## config.mk

```make
export PLATFORM = sky130hd
export DESIGN_NAME = video_lcd_spi_target
export DESIGN_NICKNAME = d
export VERILOG_FILES = /design/src/rtl/video_lcd_spi_target.sv
export SDC_FILE = /design/constraint.sdc
export NUM_CORES = 1
export LEC_CHECK = 0
export ABC_AREA = 1
export BUFFER_PORTS_ARGS = -buffer_cell sky130_fd_sc_hd__buf_2
export CELL_PAD_IN_SITES_DETAIL_PLACEMENT = 1
export CELL_PAD_IN_SITES_GLOBAL_PLACEMENT = 1
export CORE_ASPECT_RATIO = 1.2
export CORE_UTILIZATION = 47
export DETAILED_ROUTE_END_ITERATION = 10
export GPL_ROUTABILITY_DRIVEN = 0
export MAX_ROUTING_LAYER = met4
export PLACE_DENSITY_LB_ADDON = 0.1
export SLEW_MARGIN = 0
export SYNTH_ARGS = -nofsm -noshare
export SYNTH_HDL_FRONTEND = slang
export SYNTH_SLANG_ARGS = --single-unit
export TNS_END_PERCENT = 50
```

## constraint.sdc

```tcl
create_clock -name i_clock -period 3.3 [get_ports i_clock]
set_input_delay 0 -clock i_clock [delete_from_list [all_inputs] [get_ports i_clock]]
set_output_delay 0 -clock i_clock [all_outputs]
set_load 0.02 [all_outputs]
```

## src/rtl/video_lcd_spi_target.sv

```systemverilog
// rtl/video_lcd_spi_target.sv - oversampled LCD-style 4-wire SPI target with RS-tagged RX FIFO and register bus
module video_lcd_spi_target #(
    parameter int FIFO_DEPTH  = 16,
    parameter int SYNC_STAGES = 2
) (
    input  logic        i_clock,
    input  logic        i_reset,
    input  logic        i_request,
    input  logic        i_rw,
    input  logic [1:0]  i_address,
    input  logic [31:0] i_wdata,
    output logic [31:0] o_rdata,
    output logic        o_ready,
    input  logic        i_spi_cs_n,
    input  logic        i_spi_rs,
    input  logic        i_spi_sck,
    input  logic        i_spi_mosi,
    output logic        o_spi_miso,
    output logic        o_interrupt
);

    localparam int PTR_W = $clog2(FIFO_DEPTH);
    localparam int CNT_W = PTR_W + 1;

    typedef enum logic {
        ST_IDLE,
        ST_RESP
    } bus_state_e;

    // SCK and CS carry one extra flop so edges come from the last two synchronized samples
    logic [SYNC_STAGES:0]   sck_sync_q, sck_sync_d;
    logic [SYNC_STAGES:0]   cs_sync_q, cs_sync_d;
    logic [SYNC_STAGES-1:0] mosi_sync_q, mosi_sync_d;
    logic [SYNC_STAGES-1:0] rs_sync_q, rs_sync_d;

    logic       sck_s, sck_p, cs_s, cs_p, mosi_s, rs_s;
    logic       sck_rise, sck_fall, cs_fall, cs_rise;

    // Receiver state; armed_q is set only by a real CS fall, so a reset inside a frame
    // keeps the target deaf until the host reselects it
    logic       armed_q, armed_d;
    logic [2:0] bit_cnt_q, bit_cnt_d;
    logic [7:0] rx_shift_q, rx_shift_d;
    logic [7:0] tx_shift_q, tx_shift_d;
    logic       spi_push;
    logic       abort_set;
    logic [8:0] push_data;

    // FIFO
    logic [8:0]       mem_q [FIFO_DEPTH];
    logic [PTR_W-1:0] wr_ptr_q, wr_ptr_d;
    logic [PTR_W-1:0] rd_ptr_q, rd_ptr_d;
    logic [CNT_W-1:0] fifo_cnt_q, fifo_cnt_d;
    logic             fifo_empty, fifo_full;
    logic             push_ok, ovf_set;

    // Registers and bus
    logic       overflow_q, overflow_d;
    logic       abort_q, abort_d;
    logic [7:0] tx_reg_q, tx_reg_d;
    logic       irq_en_q, irq_en_d;
    logic [31:0] rdata_q, rdata_d;
    bus_state_e state_q, state_d;

    logic        bus_access;
    logic        do_pop, do_flush;
    logic        wr_status, wr_tx, wr_ctrl;
    logic [31:0] rd_mux;
    logic [31:0] status_word;
    logic        unused_wdata;

    assign unused_wdata = ^i_wdata[31:8];

    assign sck_s  = sck_sync_q[SYNC_STAGES-1];
    assign sck_p  = sck_sync_q[SYNC_STAGES];
    assign cs_s   = cs_sync_q[SYNC_STAGES-1];
    assign cs_p   = cs_sync_q[SYNC_STAGES];
    assign mosi_s = mosi_sync_q[SYNC_STAGES-1];
    assign rs_s   = rs_sync_q[SYNC_STAGES-1];

    assign sck_rise = sck_s && !sck_p;
    assign sck_fall = !sck_s && sck_p;
    assign cs_fall  = !cs_s && cs_p;
    assign cs_rise  = cs_s && !cs_p;

    assign fifo_empty = (fifo_cnt_q == '0);
    assign fifo_full  = (fifo_cnt_q == CNT_W'(FIFO_DEPTH));

    // Shift every SPI input one stage further down its synchronizer chain
    always_comb begin
        sck_sync_d  = {sck_sync_q[SYNC_STAGES-1:0], i_spi_sck};
        cs_sync_d   = {cs_sync_q[SYNC_STAGES-1:0], i_spi_cs_n};
        mosi_sync_d = {mosi_sync_q[SYNC_STAGES-2:0], i_spi_mosi};
        rs_sync_d   = {rs_sync_q[SYNC_STAGES-2:0], i_spi_rs};
    end

    // SPI mode 0 receiver/transmitter: sample on SCK rise, shift MISO on SCK fall
    always_comb begin
        armed_d    = armed_q;
        bit_cnt_d  = bit_cnt_q;
        rx_shift_d = rx_shift_q;
        tx_shift_d = tx_shift_q;
        spi_push   = 1'b0;
        abort_set  = 1'b0;
        push_data  = {rs_s, rx_shift_q[6:0], mosi_s};
        if (cs_fall) begin
            armed_d    = 1'b1;
            bit_cnt_d  = 3'd0;
            tx_shift_d = tx_reg_q;
        end else if (cs_rise) begin
            if (armed_q && bit_cnt_q != 3'd0) begin
                abort_set = 1'b1;
            end
            armed_d   = 1'b0;
            bit_cnt_d = 3'd0;
        end else if (armed_q && !cs_s) begin
            if (sck_rise) begin
                rx_shift_d = {rx_shift_q[6:0], mosi_s};
                bit_cnt_d  = bit_cnt_q + 3'd1;
                if (bit_cnt_q == 3'd7) begin
                    spi_push   = 1'b1;
                    tx_shift_d = tx_reg_q;
                end
            end else if (sck_fall && bit_cnt_q != 3'd0) begin
                tx_shift_d = {tx_shift_q[6:0], 1'b0};
            end
        end
    end

    // Bus decode: the single access of a transaction happens in the IDLE cycle the request is seen
    always_comb begin
        bus_access = (state_q == ST_IDLE) && i_request;
        do_pop     = bus_access && !i_rw && (i_address == 2'd0) && !fifo_empty;
        wr_status  = bus_access && i_rw && (i_address == 2'd1);
        wr_tx      = bus_access && i_rw && (i_address == 2'd2);
        wr_ctrl    = bus_access && i_rw && (i_address == 2'd3);
        do_flush   = wr_ctrl && i_wdata[1];
    end

    // FIFO pointers/count; a push while full is accepted only when a pop frees a slot the same cycle
    always_comb begin
        wr_ptr_d   = wr_ptr_q;
        rd_ptr_d   = rd_ptr_q;
        fifo_cnt_d = fifo_cnt_q;
        push_ok    = spi_push && !do_flush && (!fifo_full || do_pop);
        ovf_set    = spi_push && !do_flush && fifo_full && !do_pop;
        if (do_flush) begin
            wr_ptr_d   = '0;
            rd_ptr_d   = '0;
            fifo_cnt_d = '0;
        end else begin
            if (push_ok) begin
                wr_ptr_d = wr_ptr_q + PTR_W'(1);
            end
            if (do_pop) begin
                rd_ptr_d = rd_ptr_q + PTR_W'(1);
            end
            fifo_cnt_d = fifo_cnt_q + CNT_W'(push_ok) - CNT_W'(do_pop);
        end
    end

    // Sticky flags (set beats write-1-to-clear) and writable registers
    always_comb begin
        overflow_d = overflow_q;
        abort_d    = abort_q;
        tx_reg_d   = tx_reg_q;
        irq_en_d   = irq_en_q;
        if (wr_status && i_wdata[2]) begin
            overflow_d = 1'b0;
        end
        if (wr_status && i_wdata[3]) begin
            abort_d = 1'b0;
        end
        if (ovf_set) begin
            overflow_d = 1'b1;
        end
        if (abort_set) begin
            abort_d = 1'b1;
        end
        if (wr_tx) begin
            tx_reg_d = i_wdata[7:0];
        end
        if (wr_ctrl) begin
            irq_en_d = i_wdata[0];
        end
    end

    // Read data mux
    always_comb begin
        status_word = (32'(fifo_cnt_q) << 8)
                    | {27'd0, armed_q, abort_q, overflow_q, fifo_full, fifo_empty};
        rd_mux = '0;
        case (i_address)
            2'd0:    rd_mux = fifo_empty ? 32'd0 : {1'b1, 22'd0, mem_q[rd_ptr_q]};
            2'd1:    rd_mux = status_word;
            2'd2:    rd_mux = {24'd0, tx_reg_q};
            default: rd_mux = {31'd0, irq_en_q};
        endcase
    end

    // Bus FSM: IDLE performs the access, RESP holds ready until the request drops
    always_comb begin
        state_d = state_q;
        rdata_d = rdata_q;
        case (state_q)
            ST_IDLE: begin
                if (i_request) begin
                    rdata_d = i_rw ? 32'd0 : rd_mux;
                    state_d = ST_RESP;
                end
            end
            default: begin
                if (!i_request) begin
                    state_d = ST_IDLE;
                end
            end
        endcase
    end

    // State registers, all cleared asynchronously
    always_ff @(posedge i_clock or posedge i_reset) begin
        if (i_reset) begin
            sck_sync_q  <= '0;
            cs_sync_q   <= '0;
            mosi_sync_q <= '0;
            rs_sync_q   <= '0;
            armed_q     <= 1'b0;
            bit_cnt_q   <= 3'd0;
            rx_shift_q  <= 8'd0;
            tx_shift_q  <= 8'd0;
            wr_ptr_q    <= '0;
            rd_ptr_q    <= '0;
            fifo_cnt_q  <= '0;
            overflow_q  <= 1'b0;
            abort_q     <= 1'b0;
            tx_reg_q    <= 8'd0;
            irq_en_q    <= 1'b0;
            rdata_q     <= 32'd0;
            state_q     <= ST_IDLE;
        end else begin
            sck_sync_q  <= sck_sync_d;
            cs_sync_q   <= cs_sync_d;
            mosi_sync_q <= mosi_sync_d;
            rs_sync_q   <= rs_sync_d;
            armed_q     <= armed_d;
            bit_cnt_q   <= bit_cnt_d;
            rx_shift_q  <= rx_shift_d;
            tx_shift_q  <= tx_shift_d;
            wr_ptr_q    <= wr_ptr_d;
            rd_ptr_q    <= rd_ptr_d;
            fifo_cnt_q  <= fifo_cnt_d;
            overflow_q  <= overflow_d;
            abort_q     <= abort_d;
            tx_reg_q    <= tx_reg_d;
            irq_en_q    <= irq_en_d;
            rdata_q     <= rdata_d;
            state_q     <= state_d;
        end
    end

    // FIFO storage; contents are only observable through a non-empty read, so no reset
    always_ff @(posedge i_clock) begin
        if (push_ok) begin
            mem_q[wr_ptr_q] <= push_data;
        end
    end

    assign o_rdata     = rdata_q;
    assign o_ready     = i_request && (state_q == ST_RESP);
    assign o_spi_miso  = armed_q && !cs_s && tx_shift_q[7];
    assign o_interrupt = irq_en_q && !fifo_empty;

endmodule
```

==> results of run 1 <==
through the flow:
| step | hold WS (ns) | setup slack (ns) | cell area, um^2 | total power, W |
|---|---|---|---|---|
| 6_report | 0.1266 | 0.4514 | 11090 | 0.007937 |
| 5_1_grt | 0.1216 | 0.1722 | 11090 | 0.008303 |
| 4_1_cts | 0.1149 | 0.4093 | 11090 | 0.008000 |
| 3_5_place_dp | -0.03366 | 0.4231 | 10070 | 0.005126 |
| 3_3_place_gp | -0.04194 | 0.5278 | 10070 | 0.005069 |
| 2_1_floorplan | 0.03143 | 0.7915 | 9677 | 0.004510 |
state kept, by name, summed over array words and instances (netlist names), 3 cells and up:
signal	cells
bit_cnt_q	3
cs_sync_q	3
fifo_cnt_q	5
mem_q	144
o_rdata	14
rd_ptr_q	4
rx_shift_q	7
sck_sync_q	3
tx_reg_q	8
tx_shift_q	8
wr_ptr_q	4
worst paths after layout:
kind | endpoint | cells past startpoint | from
min | mosi_sync_q[0]$_DFF_PP0_ | 2 | i_spi_mosi
min in group asynchronous | o_rdata[9]$_DFFE_PP0N_ | 4 | i_reset
max | fifo_cnt_q[4]$_DFF_PP0_ | 14 | cs_sync_q[1]$_DFF_PP0_
max in group asynchronous | tx_reg_q[6]$_DFFE_PP0P_ | 5 | i_reset
max reg2reg | fifo_cnt_q[4]$_DFF_PP0_ | 14 | cs_sync_q[1]$_DFF_PP0_
min reg2reg | sck_sync_q[1]$_DFF_PP0_ | 0 | sck_sync_q[0]$_DFF_PP0_
what timing repair did:
item                                   CTS  global route
setup buffers                            0             0
endpoints found under the hold margin   41             0
hold buffers                            18             0
layout make-up:
cell class	instances	area [um^2]
Clock buffer	29	649.4
Multi-Input combinational cell	577	2711
Tap cell	261	326.6
Inverter	168	638.1
Sequential cell	212	6027
Timing Repair Buffer	77	550.5
Clock inverter	11	183.9
Fill cell	2216	8672
worst max-delay path, delay by kind of cell, from the launching register on:
family / cells / cell delay (ns)
AOI/OAI and AO/OA: 4 / 0.50
adders and majority gates: 3 / 0.84
buffers and inverters: 2 / 0.16
DFF: 1 / 0.39
and+or+nand+nor: 5 / 0.84
power groups by stage:
stage / clock [W] / sequential (W) / combinational [W]
6_report: 0.00284 / 0.00335 / 0.00174
5_1_grt: 0.00297 / 0.00337 / 0.00196
4_1_cts: 0.00288 / 0.00335 / 0.00177
3_5_place_dp: 0 / 0.00340 / 0.00172
3_3_place_gp: 0 / 0.00339 / 0.00168
2_1_floorplan: 0 / 0.00331 / 0.00120
cells in the final DEF, fill, tap and decap left out, types with 6 or more instances in the layout:
cell type      count
buf_4             24
edfxtp_1         144
nor2_2             6
ha_1              16
nor2_1            34
o21ai_0           39
dlygate4sd3_1     18
inv_1            163
nand3_1          117
dfrtp_1           67
buf_2             34
nand2_1          300
conb_1            18
clkbuf_16         24
a21oi_1           14
routing by layer:
| metal | up-vias | GRT usage, % | wire [um] |
|---|---|---|---|
| met3 | 60 | 3.247 | 979 |
| li1 | 3254 | - | - |
| met4 | 0 | 8.539 | 724 |
| met5 | - | - | 0 |
| met2 | 143 | 45.89 | 13020 |
| met1 | 3452 | 29.64 | 10170 |
cells by family (layout without fill, tap and decap cells):
kind of cell | Yosys count | count (layout) | share of synthesized area (%)
DFF | 212 | 212 | 62.68
AOI/OAI and AO/OA | 63 | 63 | 3.540
other | 1 | 18 | 0.03901
and+or+nand+nor | 474 | 474 | 21.11
adders and majority gates | 17 | 17 | 2.291
muxes | 4 | 4 | 0.4685
buffers and inverters | 220 | 285 | 9.775
xor gates and xnor gates | 1 | 1 | 0.09113
==> flow_metrics.py, run 1 <==
metrics = {
    "run_status": {
        "run_status": "finished clean",
    },
    "final_layout": {
        "n_antenna_cell": 0,
        "syn2layout_area_growth_pct": 15.33,
        "stdcell_count": 1335,
        "utilization_pct": 56.11,
        "final_nets": 1117,
        "drive_gt1_share_pct": 11.64,
    },
    "die": {
        "num_io_pins": 77,
        "die_w_um": 132.6,
        "core_area_mm2": 0.01976,
        "start_util_pct": 48.65,
        "die_area_mm2": 0.02103,
        "die_h_um": 158.7,
        "rows": 56,
    },
    "power_and_ir_drop": {
        "p_int_w": 0.005407,
        "power.leakage_nw": 5.167,
        "vdd_ir_drop_max_uv": 453.8,
        "seqPwrFrac_pct": 42.2,
        "powerDensity_mw_per_mm2": 715.9,
        "swShare_pct": 31.88,
        "clkPwrFrac_pct": 35.8,
        "pwr-share-comb_pct": 22.0,
        "switching_power_w": 0.002530,
    },
    "clock_tree": {
        "clock-root-buffer": "clkbuf_16",
        "cts_resized": 0,
        "numClockSinks": 212,
        "htreeDepth": 1,
        "cts_made_buffers": 22,
        "cts_tree": "yes",
        "clk_pin_slew_ns": 0.06,
        "clk-insertion-delay-late_ns": 0.51,
        "max-clock-path-buffers": 3,
    },
    "yosys": {
        "ys_types": 38,
        "yosysMostFrequentCell": "nand2_1",
        "syn_area_mm2": 0.009613,
        "ys.warnings.count": 0,
        "syn_avg_cell_area_um2": 9.690,
        "synth.yosys.seq_area_share_pct": 62.68,
        "synth_enable_flop_cells": 144,
        "synthFlopType": "edfxtp_1",
        "yosys.area.top_type": "edfxtp_1",
        "synth_top_area_share_pct": 44.98,
        "syn_inst": 992,
        "ys_top_cells_by_area": "edfxtp_1, dfrtp_1, nand2_1, inv_1, nand3_1",
        "synth-async-reset-ratio_pct": 32.08,
        "ys_top_cells_by_count": "nand2_1, inv_1, edfxtp_1",
        "synth.ff_latch_count": 212,
    },
    "timing": {
        "slew_headroom_pct": 42.17,
        "finalCritPeriodShare_pct": 86.32,
        "fin_skew_ns": 0.01419,
        "setup_viol": 0,
        "fmax_mhz": 351.0,
        "tightest_slew_ns": 0.8665,
        "drv_slew": 0,
        "final.setup.tns_ns": 0,
        "min_period_ns": 2.849,
        "hold_violations": 0,
        "grt_setup_unrepaired": "false",
    },
    "setup_path": {
        "cp-end-kind": "flop",
        "cp.required_ns": 3.69,
        "cp_slowest_stage_delay_ns": 0.40,
        "cp-start-kind": "flop",
        "slowest_stage": "fa_1",
        "critPathArrivalTime_ns": 3.24,
        "worstPathMaxFanout": 4,
        "cp_cell_sequence": "inv_1 -> ha_1 -> nor2_1 -> nand3_4 -> nor2_4 -> inv_1 -> nand2_1 -> nand2_1 -> ha_1 -> fa_1 -> a21oi_1 -> o21ai_0 -> o21ai_0 -> a21oi_1",
        "crit_type": "reg -> reg",
        "reg2reg_setup_slack_ns": 0.45,
    },
    "global_routing": {
        "grt_pass1_wl_mm": 39.33,
        "grt_max_degree": 75,
        "grt_pass1_vias": 7220,
        "grt.total_usage_pct": 25.50,
        "grt_overflow_total": 0,
        "antenna_found_initial": 0,
    },
    "place": {
        "post-dp-hpwl_mm": 15.69,
        "io_buffer_count": 34,
        "dp_cells": 1277,
    },
    "routing": {
        "vias": 6909,
        "drt_drc_violations_left": 0,
        "wl_mm": 24.89,
        "routedWlPerCell_um": 18.64,
        "firstDrtPassIters": 4,
        "via_per_inst": 5.175,
        "ant_nets": 0,
        "drtIter0Drc": 437,
    },
    "min_path": {
        "hp-class": "in -> reg",
    },
    "flow_run": {
        "cap_viol_max_count": 0,
    },
}
No activity file was read; power rests on OpenSTA's default activity.
==> run 2, diff against run 1 <==
CORE_UTILIZATION = 33   (was 47)
==> run 2 against run 1 <==
  * Critical path type unchanged
  * Total power decreased by 4.7%
  * Clock skew decreased by 0.0074 ns
  * Count of clock-buffer cells in the layout increased by 6
  * Non-clock buffer count decreased by 2
  * Largest power group unchanged
  * Worst setup slack improved by 0.043 ns
  * Cell count increased by 9.3%
==> flow_metrics.py, run 2 (synthesis results as in run 1) <==
metrics = {
    "clock_tree": {
        "cts_tree": "yes",
        "clock-root-buffer": "clkbuf_16",
        "cts_resized": 0,
        "clk_pin_slew_ns": 0.06,
        "numClockSinks": 212,
        "cts_hold_buf": 17,
        "clk-insertion-delay-late_ns": 0.51,
        "post_cts_buffers": 0,
        "max-clock-path-buffers": 3,
        "htreeDepth": 1,
        "cts_made_buffers": 23,
    },
    "place": {
        "io_buffer_count": 34,
        "post-dp-hpwl_mm": 16.10,
    },
    "routing": {
        "firstDrtPassIters": 4,
        "ant_nets": 0,
        "drtIter0Drc": 184,
        "wl_mm": 24.47,
        "via_per_inst": 4.487,
        "vias": 6547,
        "drt_drc_violations_left": 0,
        "routedWlPerCell_um": 16.77,
    },
    "final_layout": {
        "n_antenna_cell": 0,
        "syn2layout_area_growth_pct": 15.50,
        "final_nets": 1116,
        "drive_gt1_share_pct": 10.89,
        "largest_register_ffs": 144,
        "largest-register": "mem_q",
        "mostFrequentLayoutCells": "nand2_1, inv_1, edfxtp_1",
        "layout_commonest_cell": "nand2_1",
    },
    "die": {
        "rows": 68,
        "die_w_um": 157.8,
        "num_io_pins": 77,
        "start_util_pct": 33.53,
        "core_area_mm2": 0.02867,
        "die_h_um": 189.0,
        "die_area_mm2": 0.02982,
    },
    "timing": {
        "hold_slack_ns": 0.09873,
        "setup_viol": 0,
        "grt_setup_unrepaired": "false",
        "fmax_mhz": 356.4,
        "min_period_ns": 2.806,
        "tightest_slew_ns": 0.8987,
        "final.setup.tns_ns": 0,
        "finalCritPeriodShare_pct": 85.02,
        "drv_slew": 0,
        "hold_violations": 0,
        "slew_headroom_pct": 40.02,
        "fin_skew_ns": 0.006811,
    },
    "global_routing": {
        "grt_max_degree": 69,
        "grt_pass1_vias": 6836,
        "grt_pass1_wl_mm": 39.17,
        "grt_overflow_total": 0,
        "antenna_found_initial": 0,
        "grt.total_usage_pct": 18.00,
    },
    "setup_path": {
        "critPathArrivalTime_ns": 3.19,
        "cp-start-kind": "flop",
        "cp.required_ns": 3.68,
        "worstPathMaxFanout": 4,
        "crit_type": "reg -> reg",
        "cp-end-kind": "flop",
    },
    "flow_run": {
        "cap_viol_max_count": 0,
    },
    "run_status": {
        "run_status": "finished clean",
    },
    "power_and_ir_drop": {
        "powerDensity_mw_per_mm2": 681.0,
        "vdd_ir_drop_max_uv": 348.1,
        "power.leakage_nw": 5.092,
    },
    "min_path": {
        "hp-class": "in -> async",
    },
}
[run 2: changes by cell type in the layout (fill, tap and decap cells not counted), sizes merged]
cell,before,now
buf,59,58
clkinv,6,5
dlygate4sd3,18,17
clkbuf,29,35
bufinv,5,1
inv,168,169
[run 2: path summary, 6_finish.rpt]
check / startpoint / end / slack, ns / depth (start not counted)
max in group asynchronous: i_reset / rd_ptr_q[0]$_DFFE_PP0P_ / 2.83 / 4
setup reg to reg: cs_sync_q[1]$_DFF_PP0_ / fifo_cnt_q[4]$_DFF_PP0_ / 0.49 / 14
hold reg to reg: sck_sync_q[0]$_DFF_PP0_ / sck_sync_q[1]$_DFF_PP0_ / 0.35 / 0
hold / removal: i_reset / mosi_sync_q[1]$_DFF_PP0_ / 0.1 / 4
min in group i_clock: i_spi_sck / sck_sync_q[0]$_DFF_PP0_ / 0.13 / 2
setup / recovery: cs_sync_q[1]$_DFF_PP0_ / fifo_cnt_q[4]$_DFF_PP0_ / 0.49 / 14
[run 2: area by class of cell]
type                    instances  area (um^2)
clock buffers                  35        650.6
fillers                      3273        17570
inverters                     168        638.1
repair buffers                 75        533.0
well taps                     385        481.7
flip-flops and latches        212         6027
clock inverters                 7        61.31
multi-input cells             577         2711
[run 2: layer usage]
| metal | global-route usage, % | routed length, um | vias up |
|---|---|---|---|
| li1 | - | - | 3256 |
| met1 | 22.82 | 10900 | 3170 |
| met2 | 30.58 | 12370 | 94 |
| met3 | 1.717 | 659 | 27 |
| met4 | 4.742 | 537 | 0 |
| met5 | - | 0 | - |
[run 2: report_power, final]
group	total [W]	internal (W)	switching, W	leakage, nW
clock network	0.00246	0.00144	0.00102	0.349
registers	0.00338	0.00310	0.000274	2.14
logic	0.00172	0.000520	0.00120	2.60
[run 2: per-stage QoR]
step | util, % | instance area (um^2) | power [W] | cells | setup WS (ns)
after floorplan | - | 9677 | 0.004510 | 1009 | 0.7915
after global placement | 35.65 | 10220 | 0.005184 | 1400 | 0.5068
after detailed placement | 35.65 | 10220 | 0.005198 | 1400 | 0.4864
after CTS | 38.72 | 11100 | 0.007705 | 1459 | 0.4552
after global routing | 38.72 | 11100 | 0.008011 | 1459 | 0.2325
final | 38.72 | 11100 | 0.007561 | 1459 | 0.4943
[run 2: worst max-delay path, cell delays in order, from the launching register on]
cell	delay, ns
dfrtp_1	0.39
inv_1	0.09
ha_1	0.24
nor2_1	0.31
nand3_4	0.12
nor2_4	0.15
inv_1	0.06
nand2_1	0.14
nand2_1	0.08
ha_1	0.21
fa_1	0.40
a21oi_1	0.15
o21ai_0	0.10
o21ai_0	0.17
a21oi_1	0.06
